`src/rtl/uart_rx_param.sv`:
```
// Parametrised UART receiver: 2-flop rx synchroniser, oversampled start/data/parity/stop
// sampling, false-start rejection, registered data word and parity/framing flags.
// Ports:
//   clk        - system clock, rising edge
//   reset      - asynchronous active-high reset
//   sTick      - oversample enable, overSample pulses per bit period
//   rx         - serial line, idle high, asynchronous to clk
//   rxDoneTick - one-clk pulse when a frame completes (good or bad)
//   dOut       - last received word, LSB = first bit on the line
//   parityErr  - parity mismatch on the last frame (0 when parityMode = 0)
//   frameErr   - any stop-bit sample of the last frame was 0
module uart_rx_param #(
  parameter int unsigned dataBits   = 8,
  parameter int unsigned parityMode = 0,
  parameter int unsigned stopBits   = 1,
  parameter int unsigned overSample = 16
) (
  input  logic                clk,
  input  logic                reset,
  input  logic                sTick,
  input  logic                rx,
  output logic                rxDoneTick,
  output logic [dataBits-1:0] dOut,
  output logic                parityErr,
  output logic                frameErr
);

  localparam int unsigned sW = $clog2(overSample);
  localparam int unsigned nW = (dataBits > 1) ? $clog2(dataBits) : 1;
  localparam logic [sW-1:0] sHalf = sW'(overSample / 2 - 1);
  localparam logic [sW-1:0] sLast = sW'(overSample - 1);
  localparam logic [nW-1:0] nLast = nW'(dataBits - 1);
  localparam logic          kLast = 1'(stopBits - 1);
  localparam logic          oddParity = (parityMode == 2);
  localparam logic          hasParity = (parityMode != 0);

  typedef enum logic [2:0] {IDLE, START, DATA, PARITY, STOP} stateType;

  stateType            state, stateNext;
  logic [sW-1:0]       s, sNext;
  logic [nW-1:0]       n, nNext;
  logic                k, kNext;
  logic [dataBits-1:0] shReg, shNext;
  logic                pBit, pBitNext;
  logic                fErrInt, fErrNext;
  logic                armed, armedNext;
  logic                rxMeta, rxS;
  logic [dataBits-1:0] dOutNext;
  logic                parErrNext, frameErrNext, doneNext;

  // Two-flop synchroniser; idles high so reset never looks like a start bit.
  always_ff @(posedge clk or posedge reset) begin
    if (reset) begin
      rxMeta <= 1'b1;
      rxS    <= 1'b1;
    end else begin
      rxMeta <= rx;
      rxS    <= rxMeta;
    end
  end

  // State, counters and registered outputs.
  always_ff @(posedge clk or posedge reset) begin
    if (reset) begin
      state      <= IDLE;
      s          <= '0;
      n          <= '0;
      k          <= 1'b0;
      shReg      <= '0;
      pBit       <= 1'b0;
      fErrInt    <= 1'b0;
      armed      <= 1'b0;
      dOut       <= '0;
      parityErr  <= 1'b0;
      frameErr   <= 1'b0;
      rxDoneTick <= 1'b0;
    end else begin
      state      <= stateNext;
      s          <= sNext;
      n          <= nNext;
      k          <= kNext;
      shReg      <= shNext;
      pBit       <= pBitNext;
      fErrInt    <= fErrNext;
      armed      <= armedNext;
      dOut       <= dOutNext;
      parityErr  <= parErrNext;
      frameErr   <= frameErrNext;
      rxDoneTick <= doneNext;
    end
  end

  // Next-state and output logic.
  always_comb begin
    stateNext    = state;
    sNext        = s;
    nNext        = n;
    kNext        = k;
    shNext       = shReg;
    pBitNext     = pBit;
    fErrNext     = fErrInt;
    armedNext    = armed;
    dOutNext     = dOut;
    parErrNext   = parityErr;
    frameErrNext = frameErr;
    doneNext     = 1'b0;

    case (state)
      IDLE: begin
        // armed requires a high line after each completion, so a break is not a start.
        if (rxS) begin
          armedNext = 1'b1;
        end else if (armed) begin
          stateNext = START;
          sNext     = '0;
        end
      end

      START: begin
        if (sTick) begin
          if (s == sHalf) begin
            sNext = '0;
            if (!rxS) begin
              stateNext = DATA;
              nNext     = '0;
            end else begin
              stateNext = IDLE;
            end
          end else begin
            sNext = s + 1'b1;
          end
        end
      end

      DATA: begin
        if (sTick) begin
          if (s == sLast) begin
            sNext  = '0;
            shNext = {rxS, shReg[dataBits-1:1]};
            if (n == nLast) begin
              kNext     = 1'b0;
              stateNext = hasParity ? PARITY : STOP;
            end else begin
              nNext = n + 1'b1;
            end
          end else begin
            sNext = s + 1'b1;
          end
        end
      end

      PARITY: begin
        if (sTick) begin
          if (s == sLast) begin
            sNext     = '0;
            pBitNext  = rxS;
            kNext     = 1'b0;
            stateNext = STOP;
          end else begin
            sNext = s + 1'b1;
          end
        end
      end

      STOP: begin
        if (sTick) begin
          if (s == sLast) begin
            sNext = '0;
            if (k == kLast) begin
              // Final stop sample folds straight into the registered flags.
              stateNext    = IDLE;
              dOutNext     = shReg;
              frameErrNext = fErrInt | ~rxS;
              parErrNext   = hasParity && (((^shReg) ^ pBit) != oddParity);
              doneNext     = 1'b1;
              fErrNext     = 1'b0;
              armedNext    = 1'b0;
              kNext        = 1'b0;
              nNext        = '0;
            end else begin
              fErrNext = fErrInt | ~rxS;
              kNext    = k + 1'b1;
            end
          end else begin
            sNext = s + 1'b1;
          end
        end
      end

      default: begin
        stateNext = IDLE;
      end
    endcase
  end

endmodule

```
`config.mk`:
```
export PLATFORM = sky130hd
export DESIGN_NAME = uart_rx_param
export DESIGN_NICKNAME = d
export VERILOG_FILES = /design/src/rtl/uart_rx_param.sv
export SDC_FILE = /design/constraint.sdc
export NUM_CORES = 1
export LEC_CHECK = 0
export ABC_AREA = 1
export ABC_CLOCK_PERIOD_IN_PS = 1800
export CORE_UTILIZATION = 30
export CTS_CLUSTER_SIZE = 20
export DETAILED_ROUTE_END_ITERATION = 16
export HOLD_SLACK_MARGIN = 0.03
export SYNTH_ARGS = -nofsm -noshare
export SYNTH_HDL_FRONTEND = slang
export SYNTH_SLANG_ARGS = --single-unit
export TNS_END_PERCENT = 20
```
`constraint.sdc`:
```
create_clock -name clk -period 1.8 [get_ports clk]
set_clock_uncertainty 0.05 [all_clocks]
set_input_delay 0.36 -clock clk [delete_from_list [all_inputs] [get_ports clk]]
set_output_delay 0.36 -clock clk [all_outputs]
set_load 0.1 [all_outputs]
```
==> results.md <==
- Final WL: 2867 um
- Worst EP arrival: 1.75 ns
- Antenna cell count: 0
- Synth Area in XOR/XNOR: 0.5512%
- Sum Neg Setup Slack: 0 ns
- Layout area overhead: 27.32%
- Routed vias/inst: 4.272
- CTS tree: built
- Worst path slowest cell: dfrtp_1
- 1st-pass router iterations: 4
- Initial Util: 31.11%
- Final ANT Viol Nets: 0
- Max Root-Sink Buffers: 2
- # DRC: 0
- Fmax: 0.6163 GHz
- Period Utilization, post-route: 90.15%
- Die height: 74.78 um
- Leak: 0.9711 nW
- Unrepaired setup endpoints after global routing: no
- Synth Area in Adders: 2.362%
- # Max-Cap Violations: 0
- Final #Nets: 215
- Min cycle time layout: 1.623 ns
- Mapped Area: 1589 um^2
- Mux share of post-synthesis cell area: 0%
- Crit path cell chain: ha_1, nand3_1, nor2_2, nor2_1, nor2_2, nand2_2, nand2_1, nand2_1
- Initial antenna violation count: 0
- Die width: 74.78 um
- Synth Area in Compound Gates: 8.740%
- Peak VDD IR: 0.0005099 V
- Worst Slack Setup Final: 0.1774 ns
- Cells after Synth: 189
- GRT Util Overall: 11.39%
- Largest net degree at the start of global routing: 32
- Synth warn: 0
- Placed Cells incl. Taps: 271
- Die area: 5592 um^2
- Hpwl dp: 2059 um
- Min Hold Slack: 0.3077 ns
- Number of port buffers: 13
- Final Setup Violations: 0
- Buf/Inv on CP: 0
- Via count: 1192
- Status: complete, no violations
- Main synth FF type: dfrtp_1
- Largest family of logic cells by synthesized area: simple AND/OR/NAND/NOR gates
- Top Ports: 15
- Clock sinks: 31
- Cts hold-fix bufs: 0
- Fin. Hold Viols: 0
- Most area-consuming cells after synthesis: dfrtp_1 46%, nand2_1 13%, o21ai_2 4.4%, inv_1 4.3%, nand3_1 4.1%
- First-pass GRT wire length: 4774 um
- Area leader, netlist: dfrtp_1
- Syn nets: 196
- CP peak stage delay: 0.39 ns
- Max-slew violations: 0
- CP Data Required Time: 1.92 ns
- Non-Filler Instances: 279
- Syn avg cell area: 8.408 um^2
- Cell Pwr Density: 1219 nW/um^2
- Resize count post-CTS: 0
- Routed WL per cell: 10.28 um
- Crit path capture type: flip-flop
- CTS buffer count: 5
- Share of the synthesized area in the top cell type: 45.67%
- Clk pin slew, worst setup/hold paths: 0.07 ns
- EDFF count, synth: 0
- Post-CTS Setup Repair Bufs: 0
- Count leader, synth: nand2_1
- Simple-gate share of the synthesized area: 31.73%
- Share of layout cells above drive strength 1: 26.32%
- CP delay by family, top: simple AND/OR/NAND/NOR gates
- Synthesis-stage register bit count: 31
- Core area: 5107 um^2
- Tot Pwr: 2.466 mW
- Crit start category: flip-flop
- Seq/Total Area, Yosys: 48.98%
- Asr flop ratio synth: 100.0%
- GR Overflow Total: 0
- GP Congestion: 0.8116
- Critical path class: flip-flop to flip-flop
- Root Driver: clkbuf_8
- Initial DRC Count: 59
- Worst-path maximum fanout: 4
- Vias in the first global route: 1054
- Commonest cells post-synth: 54 x nand2_1, 29 x dfrtp_1, 18 x inv_1
- H-tree levels: 2
- Place WS: 0.08146 ns
- Worst Hold Class: flip-flop to flip-flop
- Synth cell types: 24
- # rows: 26
- Worst-Skew Late Latency: 0.28 ns
-- sequential cells by signal (all words and copies together), names as in the netlist --
| name | flops |
|---|---|
| dOut | 8 |
| n | 3 |
| rxDoneTick | 1 |
| frameErr | 1 |
| armed | 1 |
| rxMeta | 1 |
| state | 3 |
| s | 4 |
| rxS | 1 |
| shReg | 8 |
-- final timing paths --
check,cells after the start,from,endpoint,slack [ns]
max in group asynchronous,3,reset,rxMeta,0.97
setup / recovery,8,s[0],state[1],0.18
min in group asynchronous,3,reset,s[3],0.41
setup reg to reg,8,s[0],state[1],0.18
hold / removal,0,rxMeta,rxS,0.31
hold reg to reg,0,rxMeta,rxS,0.31
-- cell usage in the layout, fill, tap and decap left out, drive strengths merged, types with 5 or more instances in the layout --
cell	synthesis	routed
o21ai	20	20
inv	23	23
nor2	22	22
dfrtp	29	29
buf	4	13
clkbuf	0	5
nand2	63	63
nand3	13	13
-- metrics by stage --
| step | instance area (um^2) | utilization (%) |
|---|---|---|
| after floorplan | 1589 | - |
| after global placement | 1911 | 37.41 |
| after detailed placement | 1911 | 37.41 |
| after CTS | 2023 | 39.61 |
| after global routing | 2023 | 39.61 |
| final | 2023 | 39.61 |
-- per-layer routing --
metal / GRT usage, % / share of wire, % / up-vias
li1: - / - / 630
met1: 15.46 / 50 / 536
met2: 16.42 / 46 / 22
met3: 3.347 / 3.5 / 4
met4: 5.870 / 1.3 / 0
met5: 0 / 0 / -
-- logic make-up after synthesis --
kind of cell | Yosys count
compound gates | 21
xor+xnor | 1
fa+ha+maj | 3
buf+inv | 27
flops | 31
other cells | 1
simple gates | 105
-- layout make-up --
type	instances	area (um^2)
Clock buffer	5	68.82
Sequential cell	31	778.2
Multi-Input combinational cell	131	693.2
Tap cell	70	87.58
Inverter	23	86.33
Clock inverter	3	43.79
Timing Repair Buffer	16	265.3
Fill cell	523	3084
-- where the power goes --
group / switching (mW) / total, mW / internal, mW
sequential: 0.108 / 0.876 / 0.768
combinational: 0.599 / 0.903 / 0.304
clock: 0.275 / 0.687 / 0.412
(Power assumes the default switching activity.)
